### src/rtl/prio_enc_pkg.sv
// Shared types and sizing helpers for the registered priority encoder family.
// Default request count and index-width helper used by prio_encoder_rr and prio_pick.
package prio_enc_pkg;

    localparam int DEFAULT_N = 4;

    function automatic int idx_width(input int n);
        return (n > 1) ? $clog2(n) : 1;
    endfunction

    localparam int DEFAULT_W = idx_width(DEFAULT_N);

    typedef logic [DEFAULT_W-1:0] idx_t;

endpackage

### src/rtl/prio_encoder_rr_pick.sv
// prio_pick: combinational search for the first set bit, scanning downward from
// a start index with wrap-around; returns a found flag and the winning index.
module prio_pick
    import prio_enc_pkg::*;
#(
    parameter  int N = DEFAULT_N,
    localparam int W = idx_width(N)
) (
    input  logic [N-1:0] vec,
    input  logic [W-1:0] start,
    output logic         found,
    output logic [W-1:0] idx
);

    logic [W-1:0] pos;

    // Walk from the farthest position to the start so the last hit written is the closest one.
    always_comb begin
        found = 1'b0;
        idx   = '0;
        pos   = '0;
        for (int k = N - 1; k >= 0; k--) begin
            pos = W'((int'(start) + N - k) % N);
            if (vec[pos]) begin
                found = 1'b1;
                idx   = pos;
            end
        end
    end

endmodule

### src/rtl/prio_encoder_rr.sv
// Registered N-to-log2(N) priority encoder with sticky pending bits and a valid/ready output slot.
// Define ROUND_ROBIN_EN to rotate priority after each grant; default build is fixed priority (N-1 highest).
module prio_encoder_rr
    import prio_enc_pkg::*;
#(
    parameter  int N = DEFAULT_N,
    localparam int W = idx_width(N)
) (
    input  logic         clk,
    input  logic         rst_n,
    input  logic [N-1:0] req,
    input  logic         clr,
    output logic [W-1:0] out_idx,
    output logic         out_valid,
    input  logic         out_ready,
    output logic         busy
);

    localparam logic [W-1:0] LAST_IDX = W'(N - 1);

    logic [N-1:0] pend_q, pend_d;
    logic [W-1:0] out_idx_q, out_idx_d;
    logic         out_valid_q, out_valid_d;
    logic         busy_q, busy_d;

    logic [W-1:0] start;
    logic         pick_found;
    logic [W-1:0] pick_idx;
    logic         slot_free;
    logic         load;

`ifdef ROUND_ROBIN_EN
    logic [W-1:0] ptr_q, ptr_d;

    assign start = ptr_q;

    // The last winner drops to lowest priority for the next search.
    always_comb begin
        ptr_d = ptr_q;
        if (clr) begin
            ptr_d = LAST_IDX;
        end else if (load) begin
            ptr_d = (pick_idx == '0) ? LAST_IDX : pick_idx - W'(1);
        end
    end

    always_ff @(posedge clk or negedge rst_n) begin
        if (!rst_n) begin
            ptr_q <= LAST_IDX;
        end else begin
            ptr_q <= ptr_d;
        end
    end
`else
    assign start = LAST_IDX;
`endif

    prio_pick #(.N(N)) u_pick (
        .vec   (pend_q),
        .start (start),
        .found (pick_found),
        .idx   (pick_idx)
    );

    assign slot_free = !out_valid_q || out_ready;
    assign load      = slot_free && pick_found;

    // clr overrides both the load and any request arriving in the same cycle.
    always_comb begin
        pend_d      = pend_q;
        out_idx_d   = out_idx_q;
        out_valid_d = out_valid_q;
        if (load) begin
            pend_d[pick_idx] = 1'b0;
            out_idx_d        = pick_idx;
        end
        if (slot_free) begin
            out_valid_d = pick_found;
        end
        pend_d = pend_d | req;
        if (clr) begin
            pend_d      = '0;
            out_valid_d = 1'b0;
        end
        busy_d = |pend_d;
    end

    always_ff @(posedge clk or negedge rst_n) begin
        if (!rst_n) begin
            pend_q      <= '0;
            out_idx_q   <= '0;
            out_valid_q <= 1'b0;
            busy_q      <= 1'b0;
        end else begin
            pend_q      <= pend_d;
            out_idx_q   <= out_idx_d;
            out_valid_q <= out_valid_d;
            busy_q      <= busy_d;
        end
    end

    assign out_idx   = out_idx_q;
    assign out_valid = out_valid_q;
    assign busy      = busy_q;

endmodule

### config.mk
export PLATFORM = sky130hd
export DESIGN_NAME = prio_encoder_rr
export DESIGN_NICKNAME = d
export VERILOG_FILES = /design/src/rtl/prio_enc_pkg.sv /design/src/rtl/prio_encoder_rr_pick.sv /design/src/rtl/prio_encoder_rr.sv
export SDC_FILE = /design/constraint.sdc
export NUM_CORES = 1
export LEC_CHECK = 0
export ABC_CLOCK_PERIOD_IN_PS = 1350
export BUFFER_PORTS_ARGS = -buffer_cell sky130_fd_sc_hd__buf_4
export CORE_AREA = 2 2 39 41
export DETAILED_ROUTE_END_ITERATION = 8
export DIE_AREA = 0 0 41 43
export HOLD_SLACK_MARGIN = 0.02
export SETUP_SLACK_MARGIN = 0.02
export SYNTH_ARGS = -nofsm -noshare
export SYNTH_HDL_FRONTEND = slang
export SYNTH_SLANG_ARGS = --single-unit
### constraint.sdc
create_clock -name clk -period 1.35 [get_ports clk]
set_input_delay 0.0675 -clock clk [delete_from_list [all_inputs] [get_ports clk]]
set_output_delay 0.0675 -clock clk [all_outputs]
set_load 0.02 [all_outputs]
Word level (Yosys, flattened, before mapping)
Index checks and enable logic that the tools add are counted. W data, S select, Z words.

$lt $le $gt $ge: 2. Reduce and logical (&&, ||, !) cells: 6. Bitwise operators: 3. Mux-type cells: 13.

Operators by type and width (number): $mux W1 (8); $mux W4 (2); $and A4 B4 Y4 (1); $mux W2 (2); $not A4 Y4 (1); $or A4 B4 Y4 (1); $reduce_or A4 Y1 (1); $lt A2 B3 Y1 const B (1); $demux W1 S2 (1); $ge A2 B1 Y1 const B (1); $logic_and A1 B1 Y1 (2); $reduce_bool A2 Y1 (1); $logic_not A1 Y1 (1); $logic_or A1 B1 Y1 (1).

Input port bits: 8. Register bits: 8.

Longest topological paths before layout
Gate-level depths: netlist of the first run.

Depth in word-level cells: 13. Gate-level depth with buffers: 4. Gate-level depth less buffers: 4.

Modules after synthesis
From an unflattened synthesis of the first run, not the netlist that was laid out.

Cell total of the unflattened synthesis: 44. Area, all modules: 439.2 µm².

Modules (own cells, without submodules): prio_encoder_rr (cells an instance 30, area each 346.6 µm², times used 1); prio_pick (cells an instance 14, area each 92.6 µm², times used 1).

Least setup slack after synthesis of the first run
Ideal clock, no wire load.

Kind: flip-flop to flip-flop. Start: register out_valid_q (netlist: out_valid). End: register busy_q (netlist: busy). Period minus slack after synthesis: 1.212 ns. Cell stages (with the launch flop): 5. Library setup time: 0.130 ns. Arrival: 1.082 ns. Setup slack: 0.138 ns. Cell sequence: dfrtp_1 -> nor2b_4 -> maj3_2 -> nor3_2 -> a31oi_1.

Word-level cells in the longest chain between the ends: 7.

Ends and longest elaborated chain: from (decl) (RTL line prio_encoder_rr.sv:23) `logic out_valid_q, out_valid_d;`; from (signal assigned) (RTL line prio_encoder_rr.sv:97) `out_valid_q <= out_valid_d;`; $logic_not A1 Y1 (RTL line prio_encoder_rr.sv:65) `assign slot_free = !out_valid_q || out_ready;`; $logic_or A1 B1 Y1 (RTL line prio_encoder_rr.sv:65); $logic_and A1 B1 Y1 (RTL line prio_encoder_rr.sv:66) `assign load = slot_free && pick_found;`; $mux W4 (RTL line prio_encoder_rr.sv:73) `if (load) begin`; $or A4 B4 Y4 (RTL line prio_encoder_rr.sv:80) `pend_d = pend_d | req;`; $mux W4 (RTL line prio_encoder_rr.sv:81) `if (clr) begin`; $reduce_or A4 Y1 (RTL line prio_encoder_rr.sv:85) `busy_d = |pend_d;`; via busy_d (RTL line prio_encoder_rr.sv:24) `logic busy_q, busy_d;`; to (signal assigned) (RTL line prio_encoder_rr.sv:98) `busy_q <= busy_d;`; to (decl) (RTL line prio_encoder_rr.sv:24).

The timed path passes the listed nets, and every way through them passes these cells. A chain may end at the register's enable or synchronous reset.

Worst setup path after layout of the first run
Same ends and word-level chain as after synthesis.

==> results by group, run 1 <==
Clock tree
  • Clk pin slew, worst setup/hold paths: 0.05 ns
  • Num CTS Buffers: 3
  • TritonCTS clock tree: done
  • # Post-CTS Setup Buffers: 0
  • Clock sink total: 8
  • Max Buffers Root-to-Sink: 2
  • Worst-Skew Late Latency: 0.25 ns
  • Post-CTS resize count: 0
  • H-tree depth: 1
  • Clock root cell: clkbuf_4

Timing
  • Hold Fails Final Rpt: 0
  • Period Utilization, post-route: 0.874
  • Hold Slack: 0.0473 ns
  • Slew HR: 0.877
  • FMAX: 0.847 GHz
  • Actual slew at the worst max-slew pin: 0.184 ns
  • RSZ-0062 raised after global routing: false
  • Final slew viol count: 0
  • Setup violators final: 0
  • Final WS setup: 0.170 ns
  • Fin crit period: 1.18 ns
  • Layout Skew: 0.000354 ns
  • Setup TNS: 0 ns

Drt
  • ANT nets after route: 0
  • Routed len/inst: 11.4 um
  • Routed WL: 739 um
  • Drt pass-1 iters: 4
  • Vias/cell: 4.65
  • Drt drc: 0
  • Via Count: 302
  • Starting DRC count in detailed routing: 6

Placed design
  • DP Worst Slack: 0.167 ns
  • GP Congestion: 0.733
  • Placed inst area: 454 um^2
  • Port bufs: 11

Hold path
  • Hold Crit Class: in -> reg

Floorplan
  • Io pins: 12
  • Std-Cell Rows: 14
  • Die area: 1760 um^2
  • Die Span Y: 43 um
  • Die width: 41 um
  • Core area: 1380 um^2
  • Initial core utilization: 0.254

Finish
  • Reg area: 200 um^2
  • Most common cell after layout, fill and taps aside: buf_4
  • Commonest cells after routing, fill and taps aside: buf_4, dfrtp_1, nor2_1, a21oi_1, o21ai_0
  • Final nets: 59
  • Ant. Diodes: 0
  • Layout cells sized above 1: 0.367
  • Fillers: 145
  • Syn-to-layout area delta: 41.3%
  • Final instance area: 497 um^2
  • Multi-input logic area: 151 um^2

Worst setup path
  • CP Capture Type: register
  • Crit path max-delay family: flip-flops
  • CP arrival: 1.31 ns
  • Crit-path max cell delay: 0.39 ns
  • Worst setup SP type: register
  • Req. time, crit path: 1.48 ns
  • Flop2flop setup slack: 0.17 ns
  • WP buf/inv: 0
  • Crit path max fanout: 4
  • CP Class: reg -> reg
  • CP max-delay cell: dfrtp_1
  • Critical path, cell by cell: nor2b_4 > maj3_2 > nor3_2 > a31oi_1

Synth
  • Mapped Cells: 33
  • Synthesized area per cell: 10.7 um^2
  • #FFs+latches synth: 8
  • Post-synthesis sequential area ratio: 0.569
  • Synth cell types: 13
  • Synthesized area: 352 um^2
  • Synthesized Nets: 41
  • Ys Warns: 0

Power
  • Worst vdd ir: 0.479 mV
  • Overall Power: 0.591 mW
  • Internal: 0.427 mW
  • Sequential power share: 0.473
  • Clk pwr share: 0.315
  • Sw power: 0.164 mW
  • Leakage: 0.227 nW
  • Sw frac: 0.278
  • Logic pwr share: 0.212
  • Pwr dens: 1190 nW/um^2

Global route
  • Largest net degree at the start of global routing: 9
  • GRT Total Usage: 0.115
  • Initial antenna violation count: 0
  • First-pass GRT wire length: 1.23 mm
  • Overflow after GRT: 0
  • Vias in the first global route: 308

Run status
  • Outcome: completed

Flow run
  • Max-cap violations: 0
[registers in the layout, indices dropped and copies added, names as in the netlist]
signal and flops:
out_valid 1, pend_q 4, busy 1, out_idx 2
[path summary, 6_finish.rpt]
path,start,endpoint,cells after the start
hold reg to reg,out_idx[1],out_idx[1],2
hold / removal,req[1],pend_q[1],3
setup reg to reg,out_valid,busy,4
setup / recovery,out_valid,busy,4
min in group asynchronous,rst_n,pend_q[0],2
max in group asynchronous,rst_n,out_idx[1],2
[cell type report]
| class | count | area share |
|---|---|---|
| Timing Repair Buffer | 13 | 0.207 |
| Multi-Input combinational cell | 25 | 0.305 |
| Tap cell | 16 | 0.0403 |
| Sequential cell | 8 | 0.403 |
| Clock buffer | 3 | 0.0453 |
[per-stage QoR]
step / std cells / util
2_1_floorplan: 33 / -
3_3_place_gp: 60 / 0.328
3_5_place_dp: 60 / 0.328
4_1_cts: 65 / 0.359
5_1_grt: 65 / 0.359
6_report: 65 / 0.359
[cell families (layout without fill, tap and decap cells)]
logic type / after synthesis / after routing / synth area share
AO/OA/AOI/OAI: 11 / 11 / 0.185
AND/OR/NAND/NOR: 13 / 13 / 0.214
buffers and inverters: 0 / 16 / 0
flip-flops: 8 / 8 / 0.569
adder cells (fa/ha/maj): 1 / 1 / 0.0320
[cells in the mapped netlist]
cell type  instances  area, um^2
nand2b_1           2        12.5
nor2b_1            1        6.26
dfrtp_1            8         200
a21oi_1            4        20.0
a31oi_1            2        12.5
or3_1              1        6.26
nor2_1             6        22.5
nor3_2             1        10.0
nand2_1            1        3.75
nor2b_4            1        13.8
maj3_2             1        11.3
o22ai_2            1        12.5
o21ai_0            4        20.0
[what timing repair did]
item | CTS | global route
endpoints found under the setup margin | 0 | 0
hold buffers | 2 | 0
hold endpoints to repair | 14 | 0
[metal layers]
layer  track usage  share of wire
met5             0              0
met4         0.140          0.057
met3        0.0314          0.049
met2         0.150           0.46
met1         0.126           0.43
[worst min-delay path, delay by kind of cell]
family | cells | cell delay (ns)
simple gates | 1 | 0.08
buf+inv | 1 | 0.08
compound gates | 1 | 0.04
[power groups by stage]
| stage | Sequential (mW) | Combinational [mW] | Clock (mW) |
|---|---|---|---|
| 2_1_floorplan | 0.299 | 0.0469 | 0 |
| 3_3_place_gp | 0.284 | 0.122 | 0 |
| 3_5_place_dp | 0.284 | 0.122 | 0 |
| 4_1_cts | 0.280 | 0.126 | 0.190 |
| 5_1_grt | 0.283 | 0.139 | 0.205 |
| 6_report | 0.279 | 0.125 | 0.186 |
Power figures use the tool's default switching activity.
==> inputs of run 2 (changes only) <==
--- a/config.mk
+++ b/config.mk
@@ -7,10 +7,13 @@
 export LEC_CHECK = 0
 export ABC_CLOCK_PERIOD_IN_PS = 1350
 export BUFFER_PORTS_ARGS = -buffer_cell sky130_fd_sc_hd__buf_4
+export CELL_PAD_IN_SITES_DETAIL_PLACEMENT = 0
+export CELL_PAD_IN_SITES_GLOBAL_PLACEMENT = 1
 export CORE_AREA = 2 2 39 41
 export DETAILED_ROUTE_END_ITERATION = 8
 export DIE_AREA = 0 0 41 43
 export HOLD_SLACK_MARGIN = 0.02
+export PLACE_DENSITY_LB_ADDON = 0.1
 export SETUP_SLACK_MARGIN = 0.02
 export SYNTH_ARGS = -nofsm -noshare
 export SYNTH_HDL_FRONTEND = slang
==> run 2 against run 1 <==
  * Clock skew up 0.0023 ns
  * Die area unchanged
  * Utilization unchanged
  * Maximum frequency up 1.3%
  * First-iteration DRC count down 50%
  * Sequential share of layout area unchanged
  * Sequential power about the same
==> results by group, run 2 (synthesized netlist as in run 1, its figures left out) <==
Run status
  • Outcome: completed

Placed design
  • Port bufs: 11 (unchanged)
  • Placed inst area: 454 um^2 (unchanged)
  • GP Congestion: 0.729 (-0.56%)
  • Dpl hpwl: 628 um

Floorplan
  • Std-Cell Rows: 14 (unchanged)
  • Core area: 1380 um^2 (unchanged)
  • Die width: 41 um (unchanged)
  • Die Span Y: 43 um (unchanged)
  • Initial core utilization: 0.254 (unchanged)
  • Io pins: 12 (unchanged)
  • Die area: 1760 um^2 (unchanged)

Finish
  • Multi-input logic area: 151 um^2 (unchanged)
  • Commonest cells after routing, fill and taps aside: buf_4, dfrtp_1, nor2_1, a21oi_1, o21ai_0
  • Largest register by flop count: pend_q
  • Syn-to-layout area delta: 41.3% (unchanged)
  • Layout cells sized above 1: 0.367 (unchanged)
  • Ant. Diodes: 0 (unchanged)
  • Final instance area: 497 um^2 (unchanged)
  • Fillers: 152 (+4.8%)
  • Most common cell after layout, fill and taps aside: buf_4
  • Final nets: 59 (unchanged)
  • Reg area: 200 um^2 (unchanged)
  • Largest register FFs: 4 (unchanged)

Timing
  • RSZ-0062 raised after global routing: false
  • FMAX: 0.859 GHz (+1.3%)
  • Fin crit period: 1.16 ns (-0.0156 ns)
  • Final slew viol count: 0 (unchanged)
  • Period Utilization, post-route: 0.863 (-0.0116)
  • Slew HR: 0.882 (+0.00458)
  • Setup violators final: 0 (unchanged)
  • Hold Fails Final Rpt: 0 (unchanged)
  • Layout Skew: 0.00261 ns (+0.00225 ns)
  • Setup TNS: 0 ns (unchanged)
  • Actual slew at the worst max-slew pin: 0.177 ns (-0.00619 ns)

Power
  • Pwr dens: 1180 nW/um^2 (-0.75%)
  • Worst vdd ir: 0.502 mV (+4.9%)
  • Leakage: 0.227 nW (unchanged)

Clock tree
  • Max Buffers Root-to-Sink: 2 (unchanged)
  • Num CTS Buffers: 3 (unchanged)
  • H-tree depth: 1 (unchanged)
  • Worst-Skew Late Latency: 0.25 ns (about the same)
  • TritonCTS clock tree: done
  • Post-CTS resize count: 0 (unchanged)
  • Clk pin slew, worst setup/hold paths: 0.05 ns (about the same)
  • Clock sink total: 8 (unchanged)
  • Clock root cell: clkbuf_4

Hold path
  • Hold Crit Class: in -> reg
  • Worst Hold Depth: 3 (unchanged)
  • WHS Endpoint: pend_q[3]
  • Min-Delay Startpoint: req[3]

Global route
  • Initial antenna violation count: 0 (unchanged)
  • Overflow after GRT: 0 (unchanged)
  • Vias in the first global route: 314 (+1.9%)
  • Largest net degree at the start of global routing: 9 (unchanged)
  • First-pass GRT wire length: 1.31 mm (+6.8%)
  • GRT Total Usage: 0.113 (-0.00124)

Drt
  • ANT nets after route: 0 (unchanged)
  • Routed WL: 764 um (+3.4%)
  • Vias/cell: 4.68 (+0.66%)
  • Starting DRC count in detailed routing: 3 (-3)
  • Drt pass-1 iters: 2 (-2)
  • Routed len/inst: 11.8 um (+3.4%)
  • Via Count: 304 (+0.66%)
  • Drt drc: 0 (unchanged)

Worst setup path
  • CP arrival: 1.29 ns (-0.02 ns)
  • Crit path max fanout: 4 (unchanged)
  • Worst R2R Start: out_valid
  • Worst R2R End: busy
  • Reg2Reg Depth: 4 (unchanged)
  • Worst setup SP type: register
  • Flop2flop setup slack: 0.19 ns (+0.02 ns)
  • Req. time, crit path: 1.48 ns (about the same)
  • CP Capture Type: register
  • CP Class: reg -> reg

Flow run
  • Max-cap violations: 0 (unchanged)
run 2: power by group:
group          total (mW)  internal, mW  switching (mW)
logic               0.127        0.0619          0.0646
clock network       0.180         0.102          0.0782
registers           0.280         0.263          0.0172
total               0.586         0.426           0.160
run 2: worst max-delay path: stages (launching register included):
cell     delay (ns)
dfrtp_1        0.39
nor2b_4        0.14
maj3_2         0.31
nor3_2         0.10
a31oi_1        0.09
run 2: routing by layer:
| metal | vias up | wire [um] | part of all wire | track usage |
|---|---|---|---|---|
| met5 | - | 0 | 0 | 0 |
| met4 | 0 | 18 | 0.024 | 0.0600 |
| met3 | 2 | 50 | 0.065 | 0.0366 |
| met2 | 10 | 368 | 0.48 | 0.178 |
| met1 | 141 | 326 | 0.43 | 0.129 |
| li1 | 151 | - | - | - |
run 2: what timing repair did:
action / CTS / global route
buffers inserted: 0 / 0
endpoints found under the setup margin: 0 / 0
endpoints found under the hold margin: 13 / 0
hold buffers: 2 / 0
run 2: worst max-delay path by stage:
| stage | startpoint | endpoint | slack, ns | depth (start not counted) |
|---|---|---|---|---|
| final | out_valid | busy | 0.19 | 4 |
| after global routing | pend_q[2] | busy | 0.1 | 4 |
| after CTS | out_valid | busy | 0.18 | 4 |
| after detailed placement | out_valid | busy | 0.19 | 4 |
| after global placement | pend_q[2] | busy | 0.21 | 3 |
| after floorplan | out_valid | busy | 0.14 | 4 |
run 2: final cells by class:
class / instances / share of cell area
sequential: 8 / 0.403
multi-input combinational: 25 / 0.305
timing repair buffer: 13 / 0.207
clock buffer: 3 / 0.0453
tap: 16 / 0.0403
run 2: metrics by stage:
stage / power (mW) / hold slack [ns] / std cells / setup WS [ns] / util
2_1_floorplan: 0.346 / -0.228 / 33 / 0.138 / -
3_3_place_gp: 0.406 / -0.109 / 60 / 0.210 / 0.328
3_5_place_dp: 0.408 / -0.106 / 60 / 0.190 / 0.328
4_1_cts: 0.598 / 0.0515 / 65 / 0.182 / 0.359
5_1_grt: 0.625 / 0.0502 / 65 / 0.0964 / 0.359
6_report: 0.586 / 0.0516 / 65 / 0.185 / 0.359
==> inputs of run 3 (changes only) <==
--- a/config.mk
+++ b/config.mk
@@ -13,7 +13,7 @@
 export DETAILED_ROUTE_END_ITERATION = 8
 export DIE_AREA = 0 0 41 43
 export HOLD_SLACK_MARGIN = 0.02
-export PLACE_DENSITY_LB_ADDON = 0.1
+export PLACE_DENSITY_LB_ADDON = 0.15
 export SETUP_SLACK_MARGIN = 0.02
 export SYNTH_ARGS = -nofsm -noshare
 export SYNTH_HDL_FRONTEND = slang
==> run 3 against run 2 <==
  * Register-to-register slack got worse by 0.02 ns
  * Die area unchanged
  * Largest cell class unchanged
  * Highest routed layer unchanged
  * First-iteration DRC count increased to 2.7 times the previous value
  * Sequential share of layout area increased by 0.83 points
  * Global-route usage increased by 0.12 points
  * Clock power decreased by 2%
  * Critical path type unchanged
  * Critical path depth decreased by 1
  * Sequential power about the same
  * Via count increased by 4.9%
  * Largest power group unchanged
  * Cell area decreased by 2.0%
==> results by group, run 3 (synthesized netlist as in run 1, its figures left out) <==
Timing
  • Setup violators final: 0 (unchanged)
  • Period Utilization, post-route: 0.878 (+0.0157)
  • RSZ-0062 raised after global routing: false
  • FMAX: 0.843 GHz (-1.8%)
  • Hold Fails Final Rpt: 0 (unchanged)
  • Fin crit period: 1.19 ns (+0.0212 ns)
  • Slew HR: 0.864 (-0.0177)
  • Final slew viol count: 0 (unchanged)
  • Actual slew at the worst max-slew pin: 0.204 ns (+0.0265 ns)
  • Hold Slack: 0.0239 ns (-0.0277 ns)
  • Final WS setup: 0.164 ns (-0.0212 ns)
  • Setup TNS: 0 ns (unchanged)
  • Layout Skew: 0.00169 ns (-0.000916 ns)

Drt
  • Via Count: 319 (+4.9%)
  • Starting DRC count in detailed routing: 8 (+5)
  • Routed WL: 812 um (+6.3%)
  • Drt drc: 0 (unchanged)
  • ANT nets after route: 0 (unchanged)
  • Drt pass-1 iters: 4 (+2)
  • Routed len/inst: 12.7 um (+7.9%)
  • Vias/cell: 4.98 (+6.6%)

Finish
  • Largest register FFs: 4 (unchanged)
  • Most common cell after layout, fill and taps aside: buf_4
  • Layout cells sized above 1: 0.375 (+0.00765)
  • Commonest cells after routing, fill and taps aside: buf_4, dfrtp_1, nor2_1, a21oi_1, o21ai_0
  • Largest register by flop count: pend_q
  • Ant. Diodes: 0 (unchanged)
  • Final std cells w/o fill: 64 (-1.5%)
  • Syn-to-layout area delta: 38.4%
  • Fillers: 150 (-1.3%)
  • Final nets: 58 (-1.7%)

Floorplan
  • Io pins: 12 (unchanged)
  • Die area: 1760 um^2 (unchanged)
  • Std-Cell Rows: 14 (unchanged)
  • Die Span Y: 43 um (unchanged)
  • Core area: 1380 um^2 (unchanged)
  • Die width: 41 um (unchanged)
  • Initial core utilization: 0.254 (unchanged)

Worst setup path
  • Critical path, cell by cell: or3_1 > o22ai_2 > a31oi_1
  • Flop2flop setup slack: 0.16 ns (-0.02 ns)
  • CP Class: reg -> reg
  • Worst R2R Start: pend_q[2]
  • Reg2Reg Depth: 3 (-1)
  • Worst setup SP type: register
  • CP max-delay cell: dfrtp_1
  • CP Capture Type: register
  • CP arrival: 1.30 ns (about the same)
  • Crit path max fanout: 5 (+1)
  • Req. time, crit path: 1.47 ns (about the same)
  • Crit-path max cell delay: 0.43 ns (+0.04 ns)
  • Worst R2R End: busy

Power
  • Pwr dens: 1200 nW/um^2 (+1.3%)
  • Leakage: 0.223 nW (-1.8%)
  • Overall Power: 0.582 mW (-0.74%)
  • Worst vdd ir: 0.529 mV (+5.4%)

Clock tree
  • Hold buffers post-CTS: 1 (-1)
  • TritonCTS clock tree: done
  • Clock root cell: clkbuf_4
  • Max Buffers Root-to-Sink: 2 (unchanged)
  • Clk pin slew, worst setup/hold paths: 0.05 ns (about the same)
  • H-tree depth: 1 (unchanged)
  • Post-CTS resize count: 0 (unchanged)
  • Clock sink total: 8 (unchanged)
  • Worst-Skew Late Latency: 0.25 ns (about the same)
  • Num CTS Buffers: 3 (unchanged)
  • # Post-CTS Setup Buffers: 0 (unchanged)

Global route
  • Largest net degree at the start of global routing: 9 (unchanged)
  • Initial antenna violation count: 0 (unchanged)
  • Vias in the first global route: 309 (-1.6%)
  • GRT Total Usage: 0.115 (+0.00124)
  • First-pass GRT wire length: 1.31 mm (unchanged)
  • Overflow after GRT: 0 (unchanged)

Hold path
  • Min-Delay Startpoint: clr
  • WHS Endpoint: pend_q[3]
  • Worst Hold Depth: 2 (-1)
  • Hold Crit Class: in -> reg

Placed design
  • Dpl hpwl: 609 um (-3.0%)
  • Port bufs: 11 (unchanged)
  • GP Congestion: 0.751 (+3.0%)
  • Placed cells: 60 (unchanged)
  • DP Worst Slack: 0.198 ns (+0.00853 ns)

Run status
  • Outcome: completed

Flow run
  • Max-cap violations: 0 (unchanged)
run 3: cell types whose count changed in the layout (fill, tap and decap cells not counted):
cell           previous run  this run
dlygate4sd3_1             2         1
run 3: area by class of cell:
cell class	count	area, um^2	share of cell area
sequential	8	200	0.411
tap	16	20.0	0.0411
multi-input combinational	25	151	0.311
timing repair buffer	12	92.6	0.190
clock buffer	3	22.5	0.0463
run 3: worst max-delay path by stage:
stage / start / to / slack [ns] / cells after the start
global placement: out_valid / busy / 0.21 / 4
floorplan: out_valid / busy / 0.14 / 4
CTS: out_valid / busy / 0.16 / 4
detailed placement: pend_q[2] / busy / 0.20 / 3
finish: pend_q[2] / busy / 0.16 / 3
global route: pend_q[2] / busy / 0.03 / 4
run 3: routing by layer:
layer | global-route usage | vias to the layer above | share of wire
li1 | - | 148 | -
met1 | 0.146 | 143 | 0.39
met2 | 0.163 | 22 | 0.49
met3 | 0.0419 | 6 | 0.10
met4 | 0.0600 | 0 | 0.022
met5 | 0 | - | 0
run 3: worst max-delay path: cells and delay by family, from the launching register on:
kind / cells / cell delay [ns]
AO/OA/AOI/OAI: 2 / 0.25
flip-flops: 1 / 0.43
AND/OR/NAND/NOR: 1 / 0.38
run 3: per-stage QoR:
step,instance area [um^2],util
after CTS,487,0.352
after global placement,454,0.328
after global routing,487,0.352
after floorplan,352,-
after detailed placement,454,0.328
final,487,0.352
run 3: power by group:
part | internal, mW | switching, mW | total, mW | leakage [nW]
combinational | 0.0600 | 0.0652 | 0.125 | 0.112
sequential | 0.263 | 0.0181 | 0.281 | 0.0970
clock | 0.101 | 0.0744 | 0.176 | 0.0138
